===== src/rtl/fetch_decode_queue_if.sv =====
// Fetch-to-decode handshake bundle: push side from fetch, pop side to decode, plus status.
// master = fetch/decode/branch side that drives the queue, slave = the queue itself.
interface fetch_decode_queue_if #(
  parameter int DEPTH = 4
);
  localparam int CNT_W = $clog2(DEPTH) + 1;

  logic             in_valid;
  logic [15:0]      in_instr;
  logic [15:0]      in_pcnext;
  logic             in_ready;
  logic             out_valid;
  logic [15:0]      out_instr;
  logic [15:0]      out_pcnext;
  logic             out_ready;
  logic             flush;
  logic [CNT_W-1:0] count;
  logic             halt_pending;

  modport master (
    output in_valid, in_instr, in_pcnext, out_ready, flush,
    input  in_ready, out_valid, out_instr, out_pcnext, count, halt_pending
  );

  modport slave (
    input  in_valid, in_instr, in_pcnext, out_ready, flush,
    output in_ready, out_valid, out_instr, out_pcnext, count, halt_pending
  );
endinterface


===== src/rtl/fetch_decode_queue.sv =====
// Circular prefetch queue between fetch and decode, squashed by flush, frozen after a HALT.
// Define FDQ_BYPASS_EN to let an instruction pass straight through an empty queue.
module fetch_decode_queue #(
  parameter int          DEPTH     = 4,
  parameter logic [15:0] NOP_INSTR = 16'h0800,
  parameter logic [4:0]  HALT_OPC  = 5'b00000
) (
  input logic                  clk,
  input logic                  rst,
  fetch_decode_queue_if.slave  fdq
);
  localparam int PTR_W = $clog2(DEPTH);
  localparam int CNT_W = PTR_W + 1;

  typedef enum logic {RUN = 1'b0, HALTED = 1'b1} state_t;

  state_t           state_reg;
  logic             halt_pending_reg;
  logic [PTR_W-1:0] wr_ptr_reg;
  logic [PTR_W-1:0] rd_ptr_reg;
  logic [CNT_W-1:0] count_reg;
  logic [CNT_W-1:0] count_next;

  logic [15:0] instr_mem  [DEPTH];
  logic [15:0] pcnext_mem [DEPTH];

  logic in_ready_c;
  logic push;
  logic push_store;
  logic pop_mem;
  logic bypass;
  logic is_halt;

  assign in_ready_c = (count_reg < CNT_W'(DEPTH)) && (state_reg == RUN) && !fdq.flush;
  assign push       = fdq.in_valid && in_ready_c;
  assign pop_mem    = (count_reg != '0) && fdq.out_ready;
  assign is_halt    = (fdq.in_instr[15:11] == HALT_OPC);

`ifdef FDQ_BYPASS_EN
  assign bypass = (count_reg == '0) && fdq.in_valid && (state_reg == RUN) && !fdq.flush;
`else
  assign bypass = 1'b0;
`endif

  // A bypassed entry that decode takes the same cycle never lands in storage.
  assign push_store = push && !(bypass && fdq.out_ready);

  always_comb begin
    count_next = count_reg;
    case ({push_store, pop_mem})
      2'b10:   count_next = count_reg + CNT_W'(1);
      2'b01:   count_next = count_reg - CNT_W'(1);
      default: count_next = count_reg;
    endcase
  end

  // Storage is deliberately left unreset; only the pointers and count track validity.
  for (genvar gi = 0; gi < DEPTH; gi++) begin : g_entry
    always_ff @(posedge clk) begin
      if (push_store && (wr_ptr_reg == PTR_W'(gi))) begin
        instr_mem[gi]  <= fdq.in_instr;
        pcnext_mem[gi] <= fdq.in_pcnext;
      end
    end
  end

  always_ff @(posedge clk) begin
    if (rst || fdq.flush) begin
      wr_ptr_reg       <= '0;
      rd_ptr_reg       <= '0;
      count_reg        <= '0;
      state_reg        <= RUN;
      halt_pending_reg <= 1'b0;
    end else begin
      if (push_store) wr_ptr_reg <= wr_ptr_reg + PTR_W'(1);
      if (pop_mem)    rd_ptr_reg <= rd_ptr_reg + PTR_W'(1);
      count_reg <= count_next;
      case (state_reg)
        RUN: begin
          if (push && is_halt) begin
            state_reg        <= HALTED;
            halt_pending_reg <= 1'b1;
          end
        end
        HALTED: begin
          state_reg        <= HALTED;
          halt_pending_reg <= 1'b1;
        end
        default: begin
          state_reg        <= RUN;
          halt_pending_reg <= 1'b0;
        end
      endcase
    end
  end

  always_comb begin
    fdq.out_valid  = 1'b0;
    fdq.out_instr  = NOP_INSTR;
    fdq.out_pcnext = 16'h0000;
    if (count_reg != '0) begin
      fdq.out_valid  = 1'b1;
      fdq.out_instr  = instr_mem[rd_ptr_reg];
      fdq.out_pcnext = pcnext_mem[rd_ptr_reg];
    end else if (bypass) begin
      fdq.out_valid  = 1'b1;
      fdq.out_instr  = fdq.in_instr;
      fdq.out_pcnext = fdq.in_pcnext;
    end
  end

  assign fdq.in_ready     = in_ready_c;
  assign fdq.count        = count_reg;
  assign fdq.halt_pending = halt_pending_reg;
endmodule


===== src/flat_wrapper.sv =====
// flat-port wrapper written by rule: the top's interface ports become plain ports
module fetch_decode_queue_flat 
#(
  parameter int          DEPTH     = 4,
  parameter logic [15:0] NOP_INSTR = 16'h0800,
  parameter logic [4:0]  HALT_OPC  = 5'b00000
)
  (clk, rst, fdq_in_valid, fdq_in_instr, fdq_in_pcnext, fdq_out_ready, fdq_flush, fdq_in_ready, fdq_out_valid, fdq_out_instr, fdq_out_pcnext, fdq_count, fdq_halt_pending);
  fetch_decode_queue_if #(.DEPTH(DEPTH)) fdq_i ();
  input logic clk;
  input logic rst;
  input wire logic [$bits(fdq_i.in_valid)-1:0] fdq_in_valid;
  input wire logic [$bits(fdq_i.in_instr)-1:0] fdq_in_instr;
  input wire logic [$bits(fdq_i.in_pcnext)-1:0] fdq_in_pcnext;
  input wire logic [$bits(fdq_i.out_ready)-1:0] fdq_out_ready;
  input wire logic [$bits(fdq_i.flush)-1:0] fdq_flush;
  output wire logic [$bits(fdq_i.in_ready)-1:0] fdq_in_ready;
  output wire logic [$bits(fdq_i.out_valid)-1:0] fdq_out_valid;
  output wire logic [$bits(fdq_i.out_instr)-1:0] fdq_out_instr;
  output wire logic [$bits(fdq_i.out_pcnext)-1:0] fdq_out_pcnext;
  output wire logic [$bits(fdq_i.count)-1:0] fdq_count;
  output wire logic [$bits(fdq_i.halt_pending)-1:0] fdq_halt_pending;
  assign fdq_i.in_valid = fdq_in_valid;
  assign fdq_i.in_instr = fdq_in_instr;
  assign fdq_i.in_pcnext = fdq_in_pcnext;
  assign fdq_i.out_ready = fdq_out_ready;
  assign fdq_i.flush = fdq_flush;
  assign fdq_in_ready = fdq_i.in_ready;
  assign fdq_out_valid = fdq_i.out_valid;
  assign fdq_out_instr = fdq_i.out_instr;
  assign fdq_out_pcnext = fdq_i.out_pcnext;
  assign fdq_count = fdq_i.count;
  assign fdq_halt_pending = fdq_i.halt_pending;
  fetch_decode_queue #(.DEPTH(DEPTH), .NOP_INSTR(NOP_INSTR), .HALT_OPC(HALT_OPC)) u_core (.clk(clk), .rst(rst), .fdq(fdq_i));
endmodule

===== config.mk =====
export PLATFORM = sky130hd
export DESIGN_NAME = fetch_decode_queue_flat
export DESIGN_NICKNAME = d
export VERILOG_FILES = /design/src/rtl/fetch_decode_queue_if.sv /design/src/rtl/fetch_decode_queue.sv /design/src/flat_wrapper.sv
export SDC_FILE = /design/constraint.sdc
export NUM_CORES = 1
export LEC_CHECK = 0
export CAP_MARGIN = 20
export CORE_ASPECT_RATIO = 0.7
export CORE_MARGIN = 8
export CORE_UTILIZATION = 49
export CTS_CLUSTER_DIAMETER = 100
export DETAILED_ROUTE_END_ITERATION = 16
export GPL_TIMING_DRIVEN = 0
export PLACE_DENSITY = 0.75
export SYNTH_ARGS = -nofsm -noshare
export SYNTH_HDL_FRONTEND = slang
export SYNTH_SLANG_ARGS = --single-unit

===== constraint.sdc =====
create_clock -name clk -period 2.1 [get_ports clk]
set_input_delay 0.315 -clock clk [delete_from_list [all_inputs] [get_ports clk]]
set_output_delay 0.315 -clock clk [all_outputs]
set_load 0.02 [all_outputs]

# Word-level counts from Yosys, hierarchy flattened
# Memories as Yosys holds them, arrays and structs flattened. A register that Yosys moved wholly into a read port is not among the register bits.
# Index checks and enable logic that the tools add are counted.
[word_totals]
reg_bits = 9
mem_bits_rw = 128
inputBits = 37
out_inout_bits = 38
word_cells = 78
memories = 2
[mem_list]
columns = ["memory", "depth", "word_bits", "read_ports", "rd_clocked_by_memory_dff", "write_ports", "line", "rtl"]
rows = [
  ["u_core.instr_mem", 4, 16, 1, 1, 1, "fetch_decode_queue.sv:24", "logic [15:0] instr_mem [DEPTH];"],
  ["u_core.pcnext_mem", 4, 16, 1, 1, 1, "fetch_decode_queue.sv:25", "logic [15:0] pcnext_mem [DEPTH];"],
]
[classes]
n_addsub = 4
order_cmp = 1
n_eq_ne = 6
muxes = 38
bitwise = 1
reduce_logical = 21
[op_table]
columns = ["cell", "count"]
rows = [
  ["$mux 16", 8],
  ["$reduce_or 16->1", 6],
  ["$mux 2", 10],
  ["$mux 1", 17],
  ["$logic_and 1x1->1", 9],
  ["$eq 2x2->1 const B", 3],
  ["$pmux 3 s2", 1],
  ["$logic_not 5->1", 1],
  ["$add 2x1->2 const B", 2],
  ["$eq 2x1->1 const B", 2],
  ["$pmux 1 s2", 2],
  ["$add 3x1->3 const B", 1],
  ["$lt 3x3->1 const B", 1],
  ["$reduce_bool 3->1", 1],
  ["$sub 3x1->3 const B", 1],
  ["$logic_not 2->1", 1],
  ["$ne 2x2->1 const B", 1],
  ["$reduce_bool 2->1", 1],
  ["$logic_not 1->1", 1],
  ["$logic_or 1x1->1", 1],
  ["$not 1->1", 1],
]

# Logic depth before layout (Yosys ltp)
[depth]
depth_word = 11
mapped_depth = 8
depth_no_buf = 8

# Least setup slack after synthesis
# Ideal clock, no wire load.
[synth_path]
path_kind = "register -> register"
start = "register u_core.count_reg[2] (netlist: u_core.fdq.count[2])"
end = "memory u_core.instr_mem[1][0] (enable)"
setup_ps = 392
t_arrival_ps = 1748
slack_ps = -40
path_stages_with_launch = 3
path_buffers = 0
synth_period_minus_slack_ps = 2140
path_cell_list = "dfxtp_1 -> nor4b_4 -> and2_1"
[synth_via]
elab_chain_len = 11
[synth_lines]
columns = ["item", "line", "rtl"]
rows = [
  ["start: declaration", "fetch_decode_queue.sv:21", "logic [CNT_W-1:0] count_reg;"],
  ["start signal: assignment", "fetch_decode_queue.sv:77", "count_reg <= count_next;"],
  ["$lt 3x3->1 (*)", "fetch_decode_queue.sv:34", "assign in_ready_c = (count_reg < CNT_W'(DEPTH)) && (state_reg == RUN) && !fdq.flush;"],
  ["$logic_and 1x1->1 (*) (2 in a row)", "fetch_decode_queue.sv:34", ""],
  ["$logic_and 1x1->1 (*)", "fetch_decode_queue.sv:35", "assign push = fdq.in_valid && in_ready_c;"],
  ["$logic_and 1x1->1", "fetch_decode_queue.sv:60", "if (push_store && (wr_ptr_reg == PTR_W'(gi))) begin"],
  ["$mux 1", "fetch_decode_queue.sv:60", ""],
  ["$mux 1 (implied by the code)", "fetch_decode_queue.sv:61", "instr_mem[gi] <= fdq.in_instr;"],
  ["$reduce_or 16->1 (no line)", "-", ""],
  ["$mux 2 (no line) or $mux 1 (tied branches) (3 in a row)", "-", ""],
  ["end: declaration", "fetch_decode_queue.sv:24", ""],
]
# Mark *: on every way between the ends. The rest lies on a longest branch, timed or not.

==> flow_summary.yaml <==
logic_synthesis:
  synthesis.area_um2: 5395
  synth_edf_count: 128
  yosysWarnings: 0
  synth_top_area_share_pct: 71.24
  avgSynthCellArea_um2: 20.44
  synth_cell_type_count: 26
  yosysSeqAreaShare_pct: 75.32
  synth-seq-cells: 139
  synth_async_sr_flop_share_pct: 0
  synth_cells: 264
  yosysTopAreaCell: "edfxtp_1"
  syn_nets: 307
  ys.flop_type: "edfxtp_1"
  yosys-top-cells-area: "edfxtp_1 71%, mux4_2 13%, dfxtp_1 4.1%"
timing:
  hold_viol_final: 0
  layout_min_cycle_time_ns: 2.161
  rsz0062_at_grt: "true"
  tns_ns: -0.5336
  fmax_mhz: 462.7
  min_period_over_period_pct: 102.9
  final_max_slew_viol_count: 0
  finalClockSkew_ns: 0.005355
  fin_ws_ns: -0.06123
  setup_viol: 23
  slew-limit-headroom_pct: 64.22
  tightest_slew_ns: 0.5367
finish:
  final_nets: 407
  drive_above_1_share_pct: 36.00
  seqCellArea_um2: 4068
  fin_area_um2: 7222
  multi_input_area_um2: 1398
  layout_common_cells: "128 x edfxtp_1, 41 x clkdlybuf4s50_1, 32 x mux4_2"
  insertedDiodeCount: 0
  postLayoutCoreUtil_pct: 66.31
  layout_commonest_cell: "edfxtp_1"
  fillers: 753
  area_growth_pct: 33.86
worst_setup_path:
  crit_type: "reg2out"
  crit_fanout: 8
  crit_path_end_kind: "primary output"
  critPathLaunchType: "flop"
  arrival_ns: 1.85
  critPathRequiredTime_ns: 1.78
cts:
  holdBufCountCts: 0
  cts-root-buf: "clkbuf_16"
  clk_pin_slew_ns: 0.05
  cts_max_level: 4
  cts_tree: "done"
  clockBufferDepth: 2
  clk_latency_ns: 0.41
  cts_sinks: 139
  numCtsBuffers: 17
place:
  dp_hpwl_um: 6276
  port_buffers: 74
  routabilityCongestion: 0.7374
  placed_area_um2: 6332
route:
  dr.pass1.iters: 4
  drc: 0
  vias: 2722
  wl_um: 10710
  antenna_left: 0
  via_per_inst: 5.155
  initialDrtViolationCount: 144
  wl_per_cell_um: 20.28
power:
  vdd_ir_drop_max_uv: 555.2
  p_leak_nw: 2.452
  power_density_nw_per_um2: 892.1
run_status:
  violations: "setup timing"
  status: "finished, violations left"
global_routing:
  grt.overflow.total: 0
  antenna_found_initial: 0
  grt_usage_pct: 15.25
  first_global_vias: 3044
  grt_max_degree: 33
  grt_pass1_wl_um: 16610
floorplan:
  fp-row-count: 32
  die_h_um: 103.8
  core-area_um2: 10890
  io_pins: 75
  die_area_um2: 14680
  die_x_um: 141.4
  start_util_pct: 49.54
worst_hold_path:
  hold_class: "reg2reg"
flow_run:
  cap_viol_max_count: 0
[critical path, stage by stage, from the launching register on]
cell and delay [ns]:
dfxtp_2 0.34, buf_12 0.15, buf_4 0.12, mux4_2 0.47, or2_1 0.24, buf_6 0.14
[through the flow]
stage               setup WS, ns  power (W)  hold WS [ns]  std cells
floorplan                0.09758   0.003280        0.4139        264
global placement         -0.3812   0.003454        0.4756        491
detailed placement       -0.4087   0.003463        0.4977        491
CTS                      -0.1591   0.006439        0.5052        529
global route             -0.1315   0.006612        0.5227        528
finish                  -0.06123   0.006443        0.5003        528
[metal layers]
layer	part of all wire, %	vias up	wire length, um	track usage [%]
li1	-	1236	-	-
met1	44	1394	4761	19.02
met2	49	75	5228	24.26
met3	5.3	17	569	4.952
met4	1.4	0	149	6.112
met5	0	-	0	0
[cell families (layout without fill, tap and decap cells)]
| kind of cell | after synthesis | after routing | synth area share [%] |
|---|---|---|---|
| multiplexers | 33 | 33 | 13.54 |
| AND/OR/NAND/NOR | 54 | 54 | 6.122 |
| flip-flops | 139 | 139 | 75.32 |
| AO/OA/AOI/OAI | 8 | 8 | 0.7885 |
| adder cells (fa/ha/maj) | 6 | 6 | 1.531 |
| buffers and inverters | 20 | 131 | 2.041 |
| XOR/XNOR | 4 | 4 | 0.6495 |
[Yosys cell counts (2+ instances only)]
cell type and number:
edfxtp_1 128, buf_6 4, ha_1 5, buf_2 4, nor3_1 2, nor2b_1 31
clkbuf_1 3, inv_1 9, or3_1 2, xor2_1 3, mux4_2 32, a21oi_1 5
o21ai_0 2, dfxtp_1 11, and2_1 4, nor2_1 9
[path summary, 6_finish.rpt]
check        depth (start not counted)                           endpoint                         startpoint  slack, ns
max                                  5                  fdq_out_instr[11]                               flop      -0.06
min                                  2  u_core.rd_ptr_reg[1]$_SDFFE_PP0P_  u_core.rd_ptr_reg[1]$_SDFFE_PP0P_       0.50
max reg2reg                          8   u_core.fdq.count[2]$_SDFFE_PP0P_   u_core.fdq.count[1]$_SDFFE_PP0P_       0.14
min reg2reg                          2  u_core.rd_ptr_reg[1]$_SDFFE_PP0P_  u_core.rd_ptr_reg[1]$_SDFFE_PP0P_       0.50
[where the power goes]
group	switching, W	internal, W	leakage [nW]
Combinational	0.000181	0.000201	0.916
Sequential	0.0000124	0.00307	1.25
Clock	0.00104	0.00194	0.282
Total	0.00123	0.00521	2.45
[repair_timing]
item                                   CTS  global route
endpoints found under the hold margin    0             0
cloned                                   3             0
pin swaps                                1             1
setup endpoints to repair              161            33
resized for setup                      178            74
buffers inserted                         5             2
[cell type report]
type	count	share of cell area, %
plain buffers	10	1.542
clock buffers	18	5.942
clock inverters	12	2.148
inverters	9	0.4678
multi-input cells	105	19.35
flip-flops and latches	139	56.32
well taps	153	2.651
repair buffers	82	11.57
Power figures use the tool's default switching activity.
